===== config.mk =====
export PLATFORM = sky130hd
export DESIGN_NAME = sfft_frame_reader_flat
export DESIGN_NICKNAME = d
export VERILOG_FILES = /design/src/rtl/sfft_frame_reader_if.sv /design/src/rtl/sfft_frame_reader.sv /design/src/flat_wrapper.sv
export SDC_FILE = /design/constraint.sdc
export NUM_CORES = 1
export LEC_CHECK = 0
export CORE_AREA = 2 2 319 321
export CTS_CLUSTER_SIZE = 24
export DETAILED_ROUTE_END_ITERATION = 10
export DIE_AREA = 0 0 321 323
export SYNTH_ARGS = -nofsm -noshare
export SYNTH_HDL_FRONTEND = slang
export SYNTH_SLANG_ARGS = --single-unit

===== constraint.sdc =====
create_clock -name clk -period 69.7 [get_ports clk]
set_input_delay 10.455 -clock clk [delete_from_list [all_inputs] [get_ports clk]]
set_output_delay 10.455 -clock clk [all_outputs]
set_load 0.005 [all_outputs]

===== src/rtl/sfft_frame_reader_if.sv =====
// Bundle between the SFFT pipeline, the frame reader and its downstream bin consumer.
// The slave modport is the frame reader's view; master is the surrounding system's view.
interface sfft_frame_reader_if #(
    parameter int NFFT  = 32,
    parameter int WIDTH = 24
);
    localparam int IDXW = $clog2(NFFT);

    logic [WIDTH-1:0] SFFT_In [NFFT];
    logic             InputValid;
    logic [WIDTH-1:0] BinOut;
    logic [IDXW-1:0]  BinIndex;
    logic             BinValid;
    logic             BinReady;
    logic             FrameStart;
    logic             FrameEnd;
    logic             Busy;
    logic [7:0]       DroppedFrames;

    modport slave (
        input  SFFT_In, InputValid, BinReady,
        output BinOut, BinIndex, BinValid, FrameStart, FrameEnd, Busy, DroppedFrames
    );

    modport master (
        output SFFT_In, InputValid, BinReady,
        input  BinOut, BinIndex, BinValid, FrameStart, FrameEnd, Busy, DroppedFrames
    );
endinterface


===== src/rtl/sfft_frame_reader.sv =====
// Captures one parallel SFFT frame on the rising edge of InputValid and streams its
// bins out one per valid/ready handshake; frames arriving mid-stream are dropped and counted.
module sfft_frame_reader #(
    parameter int NFFT  = 32,
    parameter int WIDTH = 24,
    parameter int IDXW  = $clog2(NFFT)
) (
    input  logic               clk,
    input  logic               reset_n,
    sfft_frame_reader_if.slave bus
);
    localparam logic [0:0]      IDLE     = 1'b0;
    localparam logic [0:0]      STREAM   = 1'b1;
    localparam logic [IDXW-1:0] LAST_IDX = IDXW'(NFFT - 1);

    logic [0:0]       state_q, state_d;
    logic [IDXW-1:0]  idx_q, idx_d;
    logic             ivPrev_q;
    logic [7:0]       dropped_q, dropped_d;
    logic [WIDTH-1:0] buf_q [NFFT];

    logic newFrame;
    logic handshake;
    logic lastHs;
    logic capture;
    logic drop;

    // A frame landing on the final handshake is captured so back-to-back frames have no bubble.
    assign newFrame  = bus.InputValid & ~ivPrev_q;
    assign handshake = (state_q == STREAM) & bus.BinReady;
    assign lastHs    = handshake & (idx_q == LAST_IDX);
    assign capture   = newFrame & ((state_q == IDLE) | lastHs);
    assign drop      = newFrame & (state_q == STREAM) & ~lastHs;

    always_comb begin
        state_d   = state_q;
        idx_d     = idx_q;
        dropped_d = dropped_q;
        if (capture) begin
            state_d = STREAM;
            idx_d   = '0;
        end else if (lastHs) begin
            state_d = IDLE;
            idx_d   = '0;
        end else if (handshake) begin
            idx_d = idx_q + IDXW'(1);
        end
        if (drop && (dropped_q != 8'hFF)) begin
            dropped_d = dropped_q + 8'd1;
        end
    end

    always_ff @(posedge clk or negedge reset_n) begin
        if (!reset_n) begin
            state_q   <= IDLE;
            idx_q     <= '0;
            ivPrev_q  <= 1'b0;
            dropped_q <= 8'd0;
        end else begin
            state_q   <= state_d;
            idx_q     <= idx_d;
            ivPrev_q  <= bus.InputValid;
            dropped_q <= dropped_d;
        end
    end

    // The buffer needs no reset: BinOut is gated off outside STREAM.
    always_ff @(posedge clk) begin
        if (capture) begin
            for (int i = 0; i < NFFT; i++) begin
                buf_q[i] <= bus.SFFT_In[i];
            end
        end
    end

    assign bus.BinValid      = (state_q == STREAM);
    assign bus.Busy          = (state_q == STREAM);
    assign bus.BinIndex      = idx_q;
    assign bus.BinOut        = (state_q == STREAM) ? buf_q[idx_q] : '0;
    assign bus.FrameStart    = (state_q == STREAM) & (idx_q == '0);
    assign bus.FrameEnd      = (state_q == STREAM) & (idx_q == LAST_IDX);
    assign bus.DroppedFrames = dropped_q;
endmodule


===== src/flat_wrapper.sv =====
// flat-port wrapper written by rule: the top's interface ports become plain ports
module sfft_frame_reader_flat 
#(
    parameter int NFFT  = 32,
    parameter int WIDTH = 24,
    parameter int IDXW  = $clog2(NFFT)
)
  (clk, reset_n, bus_SFFT_In, bus_InputValid, bus_BinReady, bus_BinOut, bus_BinIndex, bus_BinValid, bus_FrameStart, bus_FrameEnd, bus_Busy, bus_DroppedFrames);
  sfft_frame_reader_if #(.NFFT(NFFT), .WIDTH(WIDTH)) bus_i ();
  input  logic clk;
  input  logic reset_n;
  input wire logic [$bits(bus_i.SFFT_In)-1:0] bus_SFFT_In;
  input wire logic [$bits(bus_i.InputValid)-1:0] bus_InputValid;
  input wire logic [$bits(bus_i.BinReady)-1:0] bus_BinReady;
  output wire logic [$bits(bus_i.BinOut)-1:0] bus_BinOut;
  output wire logic [$bits(bus_i.BinIndex)-1:0] bus_BinIndex;
  output wire logic [$bits(bus_i.BinValid)-1:0] bus_BinValid;
  output wire logic [$bits(bus_i.FrameStart)-1:0] bus_FrameStart;
  output wire logic [$bits(bus_i.FrameEnd)-1:0] bus_FrameEnd;
  output wire logic [$bits(bus_i.Busy)-1:0] bus_Busy;
  output wire logic [$bits(bus_i.DroppedFrames)-1:0] bus_DroppedFrames;
  assign bus_i.SFFT_In = {>>{bus_SFFT_In}};
  assign bus_i.InputValid = bus_InputValid;
  assign bus_i.BinReady = bus_BinReady;
  assign bus_BinOut = bus_i.BinOut;
  assign bus_BinIndex = bus_i.BinIndex;
  assign bus_BinValid = bus_i.BinValid;
  assign bus_FrameStart = bus_i.FrameStart;
  assign bus_FrameEnd = bus_i.FrameEnd;
  assign bus_Busy = bus_i.Busy;
  assign bus_DroppedFrames = bus_i.DroppedFrames;
  sfft_frame_reader #(.NFFT(NFFT), .WIDTH(WIDTH), .IDXW(IDXW)) u_core (.clk(clk), .reset_n(reset_n), .bus(bus_i));
endmodule

After elaboration in Yosys (flattened, before gate mapping)
Memories as Yosys holds them, arrays and structs flattened.
Index checks and enable logic that the tools add are counted.
{"block": "word_totals", "n_memories": 1, "regBits": 15, "elab_cells": 33, "mem_bits_ro": 0, "latchBits": 0, "ramBits": 768}
{"memory": "u_core.buf_q", "words": 32, "width": 24, "rd": 1, "rd_clocked_by_memory_dff": 0, "write_ports": 32, "line_no": "sfft_frame_reader.sv:20", "source": "logic [WIDTH-1:0] buf_q [NFFT];"}
{"block": "op_classes", "order_cmp": 0, "multipliers": 0, "addsub": 2, "eq_ne": 2, "n_div": 0, "n_shift": 0, "muxes": 8, "reduce_logical": 4, "bitwise": 12}
{"op": "2-to-1 mux 24 bit", "count": 1}
{"op": "2-to-1 mux 5 bit", "count": 3}
{"op": "adder 8 x 1 -> 8 bit (second input constant)", "count": 1}
{"op": "AND 1 bit", "count": 8}
{"op": "!= test 8 bit (second input constant)", "count": 1}
{"op": "adder 5 x 1 -> 5 bit (second input constant)", "count": 1}
{"op": "== test 5 bit (second input constant)", "count": 1}
{"op": "logical NOT 5 bit", "count": 1}
{"op": "2-to-1 mux 1 bit", "count": 4}
{"op": "inverter 1 bit", "count": 3}
{"op": "nonzero test 3 bit", "count": 1}
{"op": "nonzero test 2 bit", "count": 1}
{"op": "logical AND 1 bit", "count": 1}
{"op": "bitwise OR 1 bit", "count": 1}

Depth between registers and ports, before layout
Gate-level depths: netlist of run 1.
{"block": "logic_depth", "depth_word": 6, "ltp_mapped": 10, "mapped_depth_nobuf": 7}

Worst setup path before layout of run 1
OpenSTA, ideal clock, no wires.
{"block": "synth_path", "path_kind": "input to register", "startpoint": "input port bus_BinReady", "endpoint": "memory u_core.buf_q[0][0] (enable)", "path_slack_ns": 25.141, "arrival_time_ns": 42.634, "required_ns": 67.775, "stages": 3, "n_path_buf": 1, "cell_sequence": "clkbuf_1 -> a21boi_0 -> nor2_1"}
{"item": "from (decl)", "line_no": "flat_wrapper.sv:14", "source": "input wire logic [$bits(bus_i.BinReady)-1:0] bus_BinReady;"}
{"item": "to (decl)", "line_no": "sfft_frame_reader.sv:20"}

Final worst setup path of run 1
{"block": "layout_path", "startpoint": "register u_core.idx_q[1] (netlist: u_core.bus.BinIndex[1])", "endpoint": "output port bus_BinOut[22]"}
{"block": "layout_between", "elab_chain_cells": 2}
{"item": "from (decl)", "line_no": "sfft_frame_reader.sv:17", "source": "logic [IDXW-1:0] idx_q, idx_d;"}
{"item": "from (signal assigned)", "line_no": "sfft_frame_reader.sv:61", "source": "idx_q <= idx_d;"}
{"item": "memory (32 x 24 bit)"}
{"item": "2-to-1 mux 24 bit", "line_no": "sfft_frame_reader.sv:79", "source": "assign bus.BinOut = (state_q == STREAM) ? buf_q[idx_q] : '0;"}
{"item": "to (decl)", "line_no": "flat_wrapper.sv:15", "source": "output wire logic [$bits(bus_i.BinOut)-1:0] bus_BinOut;"}
No other way between the ends.

==> results.sh, run 1 <==
export IMPL_status="complete, no violations"
export IMPL_port_buffers=812
export IMPL_cts_tree="yes"
export IMPL_h_tree_depth=3
export IMPL_first_pass_iters=6
export IMPL_synthArstFlopShare_pct=1.916
export IMPL_hold_viol_final=0
export IMPL_syn_avg_cell_area_um2=20.14
export IMPL_path_clk_slew_ns=0.06
export IMPL_synthesis_area_um2=30410
export IMPL_synth_cell_types=48
export IMPL_num_vias=17920
export IMPL_hold_path_class="flip-flop to flip-flop"
export IMPL_cp_endpoint="bus_BinOut[22]"
export IMPL_hpwl_mm=76.87
export IMPL_syn_nets=2286
export IMPL_grt_usage_pct=19.33
export IMPL_ys_warn_count=0
export IMPL_power_density_nw_per_um2=32.85
export IMPL_layout_drive_gt1_share_pct=14.81
export IMPL_antenna_left=0
export IMPL_seq_area_frac_synth_pct=77.07
export IMPL_worstPathMaxFanout=55
export IMPL_initial_core_util_pct=30.19
export IMPL_yosys_area_top_type_share_pct=75.84
export IMPL_cts_root_buf="clkbuf_16"
export IMPL_die_x_um=321
export IMPL_netlist_top_cells_area="edfxtp_1 76%, mux4_2 7.8%, mux2i_1 3.8%, mux2_2 2.5%, dfrtp_1 1.2%"
export IMPL_grt_pass1_wl_mm=140.2
export IMPL_cts_sinks=783
export IMPL_cts_hold_fix_buffers=0
export IMPL_core_region_area_um2=100700
export IMPL_grt_start_max_net_pins=97
export IMPL_drt_iter0_markers=1359
export IMPL_nets=3126
export IMPL_wire_per_inst_um=27.40
export IMPL_maxCapViolCount=0
export IMPL_worst_pin_slew_ns=1.208
export IMPL_slew_viol_final=0
export IMPL_clock_latency_ns=0.65
export IMPL_synth_cells=1510
export IMPL_regToRegEndpoint="u_core.buf_q[23][14]$_DFFE_PP_"
export IMPL_synth_seq_cells=783
export IMPL_timing_fmax_mhz=64.46
export IMPL_synth_top_area_cell="edfxtp_1"
export IMPL_yosys_most_used_dff="edfxtp_1"
export IMPL_critPathLaunch="u_core.bus.BinIndex[1]$_DFFE_PN0P_"
export IMPL_cts_buffer_depth=3
export IMPL_ir_drop_mv=0.02027
export IMPL_top_level_ports=813
export IMPL_vias_per_cell=4.775
export IMPL_fin_tns_setup_ns=0
export IMPL_maxSlewHeadroom_pct=19.14
export IMPL_drc=0
export IMPL_area_growth_pct=41.28
export IMPL_synth_edff_count=768
export IMPL_numCtsBuffers=89
export IMPL_cts_setup_buffers=0
export IMPL_cts_resized=0
export IMPL_antenna_found_initial=42
export IMPL_end_kind="primary output"
export IMPL_grt_pass1_vias=19620
export IMPL_skew_ns=0.02412
export IMPL_cp_arrival_ns=5.06
export IMPL_rows=117
export IMPL_setup_slack_ns=54.19
export IMPL_die_height_um=323
export IMPL_rsz0062_at_grt="false"
export IMPL_place_gp_congestion=0.8398
export IMPL_pre_cts_slack_ns=53.80
export IMPL_worstPathRequired_ns=59.25
export IMPL_routed_wl_mm=102.8
export IMPL_reg2reg_slack_ns=62.21
export IMPL_crit_type="flip-flop to primary output"
export IMPL_grt_overflow=0
export IMPL_p_leak_nw=14.06
export IMPL_r2r_cells=10
export IMPL_finalSetupViolCount=0
export IMPL_nFillCells=8885
export IMPL_die_area_um2=103700
export IMPL_setup_worst_path_start_class="flip-flop"
export IMPL_timing_rr_start="u_core.bus.BinIndex[1]$_DFFE_PN0P_"
export IMPL_min_period_ns=15.51
export IMPL_post_route_period_util_pct=22.26
## power by group
part	internal [mW]	switching [mW]	total (mW)	leakage, nW
Combinational	0.183	0.198	0.381	5.50
Clock	0.292	0.190	0.482	1.48
Sequential	0.524	0.0245	0.548	7.08
## per-layer routing
layer  up-vias  GRT usage, %  part of all wire, %
li1       7965             -                    -
met1      8980         21.22                   36
met2       798         33.44                   51
met3       161         5.723                  8.2
met4        18         10.92                  4.8
met5         -             0                 0.11
## placed cells by master, fill, tap and decap left out, types with 13 or more instances in the layout
master and n:
a21oi_1 35, a221oi_1 20, a22oi_1 17, buf_4 23
bufinv_16 13, clkbuf_1 13, clkbuf_16 93, clkdlybuf4s50_1 812
clkinv_1 15, clkinv_2 20, diode_2 20, edfxtp_1 768
mux2_2 68, mux2i_1 114, mux4_2 105, nand2_1 57
nor2_1 15, nor2b_1 16, o21ai_0 37, o22ai_1 38
## through the flow
stage | std cells | hold slack, ns | power [mW] | utilization, % | cell area (um2)
final | 3753 | 0.5129 | 1.411 | 42.66 | 42970
after global routing | 3751 | 0.5328 | 1.466 | 42.65 | 42960
after CTS | 3733 | 0.5142 | 1.434 | 42.61 | 42910
after detailed placement | 3568 | 0.4993 | 0.9462 | 39.61 | 39890
after global placement | 3568 | 0.4903 | 0.9454 | 39.61 | 39890
after floorplan | 1510 | 0.4846 | 0.7504 | - | 30410
## worst max-delay path: stages (launching register included)
cell and delay [ns]:
dfrtp_4 1.05, buf_4 0.78, nand3b_1 0.71, o22ai_1 0.38, a211o_1 0.41, o221a_2 0.30
clkdlybuf4s50_1 0.60
## Yosys cell counts, types with 2 or more instances
cell and count:
a211o_1 11, a211oi_1 11, a21oi_1 35, a221oi_1 20
a22oi_1 17, a31oi_1 11, and2_1 4, and3_1 2
buf_1 5, buf_2 23, buf_4 18, buf_6 11
clkbuf_1 30, dfrtp_1 15, edfxtp_1 768, ha_1 4
inv_1 3, mux2_2 68, mux2i_1 114, mux4_2 105
nand2_1 57, nand2b_1 3, nand3_1 3, nand3b_1 2
nor2_1 16, nor2b_1 16, nor3_1 6, o21ai_0 37
o221a_2 11, o221ai_1 10, o22ai_1 38, o31ai_1 12
or2_2 3, or3b_2 2, xnor2_1 3, xor2_1 4
## sequential cells by signal, indices dropped and copies added, names as in the netlist
register	cells
u_core.bus.DroppedFrames	8
u_core.ivPrev_q	1
u_core.bus.BinValid	1
u_core.bus.BinIndex	5
u_core.buf_q	768
## worst min path at each step
stage                                                 start                                 endpoint  slack (ns)  cells after the start
global placement    u_core.bus.DroppedFrames[7]$_DFFE_PN0P_  u_core.bus.DroppedFrames[7]$_DFFE_PN0P_        0.49                      1
finish              u_core.bus.DroppedFrames[7]$_DFFE_PN0P_  u_core.bus.DroppedFrames[7]$_DFFE_PN0P_        0.51                      1
detailed placement  u_core.bus.DroppedFrames[7]$_DFFE_PN0P_  u_core.bus.DroppedFrames[7]$_DFFE_PN0P_        0.50                      1
floorplan           u_core.bus.DroppedFrames[7]$_DFFE_PN0P_  u_core.bus.DroppedFrames[7]$_DFFE_PN0P_        0.48                      1
CTS                 u_core.bus.DroppedFrames[7]$_DFFE_PN0P_  u_core.bus.DroppedFrames[7]$_DFFE_PN0P_        0.51                      1
global route        u_core.bus.DroppedFrames[7]$_DFFE_PN0P_  u_core.bus.DroppedFrames[7]$_DFFE_PN0P_        0.53                      1
## cell type report
class | instances | area [um2] | area share, %
Sequential cell | 783 | 23460 | 54.59
Timing Repair Buffer | 837 | 8341 | 19.41
Multi-Input combinational cell | 634 | 6441 | 14.99
Clock buffer | 106 | 2376 | 5.530
Tap cell | 1309 | 1638 | 3.812
Clock inverter | 59 | 644.4 | 1.500
Antenna cell | 20 | 50.05 | 0.1165
Inverter | 5 | 18.77 | 0.04368
## kinds of logic (layout without fill, tap and decap cells)
kind of cell | after synthesis | count (layout) | share of synthesized area (%)
xor gates and xnor gates | 7 | 7 | 0.2016
other | 0 | 20 | 0
adders and majority gates | 4 | 4 | 0.1646
and+or+nand+nor | 119 | 119 | 1.864
muxes | 287 | 287 | 14.05
AOI/OAI and AO/OA | 217 | 217 | 4.880
DFF | 783 | 783 | 77.07
buffers and inverters | 93 | 1007 | 1.773
Power figures use the tool's default switching activity.
==> inputs of run 2 (changes only) <==
--- a/config.mk
+++ b/config.mk
@@ -5,10 +5,10 @@
 export SDC_FILE = /design/constraint.sdc
 export NUM_CORES = 1
 export LEC_CHECK = 0
-export CORE_AREA = 2 2 319 321
+export CORE_AREA = 2 2 317 319
 export CTS_CLUSTER_SIZE = 24
 export DETAILED_ROUTE_END_ITERATION = 10
-export DIE_AREA = 0 0 321 323
+export DIE_AREA = 0 0 319 321
 export SYNTH_ARGS = -nofsm -noshare
 export SYNTH_HDL_FRONTEND = slang
 export SYNTH_SLANG_ARGS = --single-unit
==> constraint.sdc (replaced) <==
create_clock -name clk -period 13.6 [get_ports clk]
set_input_delay 2.04 -clock clk [delete_from_list [all_inputs] [get_ports clk]]
set_output_delay 2.04 -clock clk [all_outputs]
set_load 0.005 [all_outputs]
==> results.sh, run 2 (synthesis results as in run 1) <==
export IMPL_cp_arrival_ns=4.62
export IMPL_cts_root_buf="clkbuf_16"
export IMPL_top_register="u_core.buf_q"
export IMPL_power_density_nw_per_um2=162.7
export IMPL_grt_pass1_wl_mm=140.1
export IMPL_setup_slack_ns=6.937
export IMPL_intPower_mw=4.893
export IMPL_hpwl_mm=77.41
export IMPL_wire_per_inst_um=27.71
export IMPL_cts_buffer_depth=3
export IMPL_h_tree_depth=3
export IMPL_grt_start_max_net_pins=210
export IMPL_rsz0062_at_grt="false"
export IMPL_pwr_share_comb_pct=27.3
export IMPL_grtUsageMet3_pct=5.516
export IMPL_p_leak_nw=13.87
export IMPL_nets=3117
export IMPL_grt_pass1_vias=18930
export IMPL_status="complete, no violations"
export IMPL_numCtsBuffers=85
export IMPL_cts_tree="yes"
export IMPL_instances_no_fill=3710
export IMPL_p_clk_share_pct=32.0
export IMPL_die_area_um2=102400
export IMPL_fin_tns_setup_ns=0
export IMPL_cts_resized=0
export IMPL_crit_type="flip-flop to primary output"
export IMPL_min_period_ns=6.663
export IMPL_grt_overflow=0
export IMPL_place_gp_congestion=0.9151
export IMPL_cts_setup_buffers=0
export IMPL_top_level_ports=813
export IMPL_critPathLaunch="u_core.bus.BinIndex[1]$_DFFE_PN0P_"
export IMPL_num_vias=17980
export IMPL_skew_ns=0.01335
export IMPL_worstPathRequired_ns=11.56
export IMPL_drc=0
export IMPL_cts_hold_fix_buffers=0
export IMPL_pre_cts_slack_ns=7.504
export IMPL_antenna_left=0
export IMPL_ir_drop_mv=0.09390
export IMPL_path_clk_slew_ns=0.06
export IMPL_cts_sinks=783
export IMPL_worstPathMaxFanout=60
export IMPL_vias_per_cell=4.845
export IMPL_antenna_found_initial=14
export IMPL_area_growth_pct=39.88
export IMPL_rows=116
export IMPL_layout_drive_gt1_share_pct=13.79
export IMPL_nFillCells=8664
export IMPL_port_buffers=812
export IMPL_clock_latency_ns=0.63
export IMPL_first_pass_iters=5
export IMPL_final_common_cell="clkdlybuf4s50_1"
export IMPL_die_height_um=321
export IMPL_grtUsageMet2_pct=35.46
export IMPL_hold_start="u_core.bus.DroppedFrames[4]$_DFFE_PN0P_"
export IMPL_switchingPower_mw=2.027
export IMPL_drt_iter0_markers=1677
export IMPL_busiest_layer="met2"
export IMPL_slew_viol_final=0
export IMPL_timing_fmax_mhz=150.1
export IMPL_seqPwrFrac_pct=40.7
export IMPL_p_sw_share_pct=29.29
export IMPL_maxCapViolCount=0
export IMPL_routed_wl_mm=102.8
export IMPL_hold_path_class="flip-flop to flip-flop"
export IMPL_setup_worst_path_start_class="flip-flop"
export IMPL_die_x_um=319
export IMPL_initial_core_util_pct=30.63
export IMPL_final_cell_mix="812 x clkdlybuf4s50_1, 768 x edfxtp_1, 114 x mux2i_1"
export IMPL_finalSetupViolCount=0
export IMPL_maxSlewHeadroom_pct=2.741
export IMPL_grt_usage_pct=19.49
export IMPL_use_met1_pct=22.08
export IMPL_timing_rr_start="u_core.bus.BinIndex[0]$_DFFE_PN0P_"
export IMPL_hold_viol_final=0
export IMPL_largest_reg_flops=768
export IMPL_end_kind="primary output"
export IMPL_core_region_area_um2=99280
export IMPL_dp_cells=3552
export IMPL_post_route_period_util_pct=48.99
export IMPL_worst_pin_slew_ns=1.459
[run 2: cell count changes in the layout (fill, tap and decap cells not counted), sizes merged]
cell	previous run	this run
diode	20	5
bufinv	13	5
buf	25	20
clkbuf	106	102
clkinvlp	5	2
clkinv	37	39
inv	9	10
[run 2: cell type report]
class / count / area [um2] / share of cell area, %
sequential: 783 / 23460 / 55.14
timing repair buffer: 832 / 8315 / 19.55
multi-input combinational: 634 / 6460 / 15.19
clock buffer: 102 / 2255 / 5.300
tap: 1298 / 1624 / 3.818
clock inverter: 51 / 395.4 / 0.9295
inverter: 5 / 18.77 / 0.04412
antenna: 5 / 12.51 / 0.02941
[run 2: final timing paths]
kind	slack [ns]	end	depth (start not counted)
max	6.94	bus_BinOut[18]	6
min	0.51	u_core.bus.DroppedFrames[4]$_DFFE_PN0P_	1
max reg2reg	7.69	u_core.buf_q[7][15]$_DFFE_PP_	8
min reg2reg	0.51	u_core.bus.DroppedFrames[4]$_DFFE_PN0P_	1
max in group asynchronous	11.19	u_core.bus.BinIndex[3]$_DFFE_PN0P_	1
min in group asynchronous	1.85	u_core.bus.DroppedFrames[7]$_DFFE_PN0P_	1
[run 2: power by group through the flow]
stage                     sequential (mW)  combinational (mW)  clock (mW)
final                                2.82                1.89        2.21
after global routing                 2.83                2.00        2.36
after CTS                            2.82                1.94        2.27
after detailed placement             2.87                1.93           0
after global placement               2.87                1.92           0
after floorplan                      2.76                1.07           0
[run 2: worst max-delay path: stages, from the launching register on]
cell and delay [ns]:
dfrtp_4 0.90, buf_4 0.82, mux2i_1 0.25, a221oi_1 0.67, o21ai_0 0.19, a221oi_1 0.43, clkdlybuf4s50_1 0.63
[run 2: per-stage QoR]
step | util [%] | hold WS [ns] | instance area [um2] | power [mW]
6_report | 42.85 | 0.5054 | 42540 | 6.920
5_1_grt | 42.84 | 0.5400 | 42530 | 7.191
4_1_cts | 42.84 | 0.5064 | 42520 | 7.028
3_5_place_dp | 40.17 | 0.4985 | 39870 | 4.801
3_3_place_gp | 40.17 | 0.4939 | 39870 | 4.796
2_1_floorplan | - | 0.4846 | 30460 | 3.829
[run 2: per-layer routing]
metal  up-vias  share of wire [%]
li1       7923                  -
met4        12                3.1
met5         -              0.076
met3       144                7.2
met1      9073                 37
met2       823                 53
==> inputs of run 3 (changes only) <==
--- a/config.mk
+++ b/config.mk
@@ -5,10 +5,10 @@
 export SDC_FILE = /design/constraint.sdc
 export NUM_CORES = 1
 export LEC_CHECK = 0
-export CORE_AREA = 2 2 317 319
+export CORE_AREA = 2 2 319 321
 export CTS_CLUSTER_SIZE = 24
 export DETAILED_ROUTE_END_ITERATION = 10
-export DIE_AREA = 0 0 319 321
+export DIE_AREA = 0 0 321 323
 export SYNTH_ARGS = -nofsm -noshare
 export SYNTH_HDL_FRONTEND = slang
 export SYNTH_SLANG_ARGS = --single-unit
==> constraint.sdc (replaced) <==
create_clock -name clk -period 6.95 [get_ports clk]
set_input_delay 1.0425 -clock clk [delete_from_list [all_inputs] [get_ports clk]]
set_output_delay 1.0425 -clock clk [all_outputs]
set_load 0.005 [all_outputs]
==> results.sh, run 3 (synthesis results as in run 1) <==
export IMPL_finalSetupViolCount=0
export IMPL_numCtsBuffers=87
export IMPL_cts_root_buf="clkbuf_16"
export IMPL_cts_hold_fix_buffers=0
export IMPL_area_growth_pct=41.12
export IMPL_largest_reg_flops=768
export IMPL_timing_rr_start="u_core.bus.BinIndex[1]$_DFFE_PN0P_"
export IMPL_end_kind="primary output"
export IMPL_grt_pass1_vias=19580
export IMPL_intPower_mw=9.830
export IMPL_path_clk_slew_ns=0.06
export IMPL_grt_pass1_wl_mm=142.2
export IMPL_worstPathRequired_ns=5.91
export IMPL_slew_viol_final=0
export IMPL_slowest_stage="dfrtp_4"
export IMPL_port_buffers=812
export IMPL_switchingPower_mw=4.048
export IMPL_reg2reg_slack_ns=2.57
export IMPL_final_util_pct=42.61
export IMPL_power_density_nw_per_um2=323.4
export IMPL_antenna_found_initial=30
export IMPL_drc=0
export IMPL_maxSlewHeadroom_pct=18.35
export IMPL_r2r_cells=8
export IMPL_skew_ns=0.02022
export IMPL_hpwl_mm=78.04
export IMPL_core_region_area_um2=100700
export IMPL_rows=117
export IMPL_grt_start_max_net_pins=124
export IMPL_cp_arrival_ns=4.49
export IMPL_final_cell_mix="812 x clkdlybuf4s50_1, 768 x edfxtp_1, 114 x mux2i_1"
export IMPL_seqPwrFrac_pct=39.7
export IMPL_status="complete, no violations"
export IMPL_worstPathMaxFanout=43
export IMPL_p_sw_share_pct=29.17
export IMPL_worst_pin_slew_ns=1.222
export IMPL_top_level_ports=813
export IMPL_min_period_ns=5.537
export IMPL_dp_cells=3575
export IMPL_post_route_period_util_pct=79.68
export IMPL_grt_overflow=0
export IMPL_first_pass_iters=5
export IMPL_place_gp_congestion=0.8645
export IMPL_crit_path_max_incr_delay_ns=1.02
export IMPL_worstPathCellList="nand2b_1 -> a211oi_1 -> o31ai_1 -> o221a_2 -> clkdlybuf4s50_1"
export IMPL_top_register="u_core.buf_q"
export IMPL_clock_latency_ns=0.65
export IMPL_initial_core_util_pct=30.19
export IMPL_p_leak_nw=14.01
export IMPL_grt_usage_pct=19.55
export IMPL_die_x_um=321
export IMPL_nets=3131
export IMPL_routed_wl_mm=104.1
export IMPL_h_tree_depth=3
export IMPL_hold_path_class="flip-flop to flip-flop"
export IMPL_cts_tree="yes"
export IMPL_die_height_um=323
export IMPL_total_power_mw=13.88
export IMPL_drt_iter0_markers=1446
export IMPL_cts_resized=0
export IMPL_timing_fmax_mhz=180.6
export IMPL_num_vias=18190
export IMPL_setup_worst_path_start_class="flip-flop"
export IMPL_vias_per_cell=4.845
export IMPL_cts_setup_buffers=0
export IMPL_cts_sinks=783
export IMPL_crit_type="flip-flop to primary output"
export IMPL_cts_buffer_depth=3
export IMPL_instances_no_fill=3755
export IMPL_ir_drop_mv=0.2131
export IMPL_rsz0062_at_grt="false"
export IMPL_final_common_cell="clkdlybuf4s50_1"
export IMPL_regToRegEndpoint="u_core.buf_q[12][3]$_DFFE_PP_"
export IMPL_pwr_share_comb_pct=27.2
export IMPL_hold_start="u_core.bus.DroppedFrames[7]$_DFFE_PN0P_"
export IMPL_holdPathStages=1
export IMPL_p_clk_share_pct=33.2
export IMPL_antenna_left=0
export IMPL_wire_per_inst_um=27.73
export IMPL_hold_viol_final=0
export IMPL_layout_drive_gt1_share_pct=14.52
export IMPL_whs_ns=0.5101
export IMPL_hold_end="u_core.bus.DroppedFrames[7]$_DFFE_PN0P_"
export IMPL_die_area_um2=103700
export IMPL_maxCapViolCount=0
==> run 3: cell types whose count changed in the layout (fill, tap and decap cells not counted), moves of 3 or more <==
cell,before,now
clkinv_1,26,16
bufinv_16,5,10
clkbuf_1,14,23
buf_12,3,6
diode_2,5,21
buf_4,17,26
inv_6,6,3
==> run 3: through the flow <==
stage / area (um2) / setup TNS [ns] / setup WS, ns
2_1_floorplan: 30510 / -4747.12 / -6.181
3_3_place_gp: 40030 / 0 / 2.051
3_5_place_dp: 40030 / 0 / 2.083
4_1_cts: 42860 / 0 / 1.336
5_1_grt: 42890 / 0 / 1.257
6_report: 42910 / 0 / 1.413
==> run 3: worst max-delay path: cells and delay by family (launching register included) <==
kind                   cells  cell delay, ns
and+or+nand+nor            1            0.92
AOI/OAI and AO/OA          3            1.03
DFF                        1            1.02
buffers and inverters      1            0.69
==> run 3: power groups by stage <==
stage	clock network, mW	registers [mW]	logic, mW
finish	4.60	5.51	3.77
global placement	0	5.62	3.80
CTS	4.72	5.52	3.84
detailed placement	0	5.62	3.81
floorplan	0	5.40	2.13
global route	4.90	5.52	3.99
==> run 3: cell type report <==
type                            count  area [um2]
Antenna cell                       21       52.55
Timing Repair Buffer              844        8443
Multi-Input combinational cell    634        6470
Tap cell                         1309        1638
Sequential cell                   783       23460
Fill cell                        8878       57800
Clock inverter                     46       498.0
Clock buffer                      113        2338
Inverter                            5       18.77
==> run 3: worst max-delay path by stage <==
stage | to | depth (start not counted) | slack [ns] | startpoint
5_1_grt | bus_BinOut[18] | 6 | 1.26 | u_core.bus.BinIndex[0]$_DFFE_PN0P_
3_3_place_gp | bus_BinOut[18] | 6 | 2.05 | u_core.bus.BinIndex[0]$_DFFE_PN0P_
4_1_cts | bus_BinOut[4] | 5 | 1.34 | u_core.bus.BinIndex[0]$_DFFE_PN0P_
6_report | bus_BinOut[4] | 5 | 1.41 | u_core.bus.BinIndex[0]$_DFFE_PN0P_
2_1_floorplan | u_core.buf_q[0][0]$_DFFE_PP_ | 8 | -6.18 | u_core.bus.BinIndex[3]$_DFFE_PN0P_
3_5_place_dp | bus_BinOut[18] | 6 | 2.08 | u_core.bus.BinIndex[0]$_DFFE_PN0P_
==> run 3: layer usage <==
layer	share of wire [%]	wire length [um]	GRT usage (%)	up-vias
li1	-	-	-	7979
met1	36	37050	21.33	9217
met3	8.6	8966	6.192	161
met4	4.0	4212	9.367	16
met5	0.095	99	0	-
met2	52	53810	34.44	819
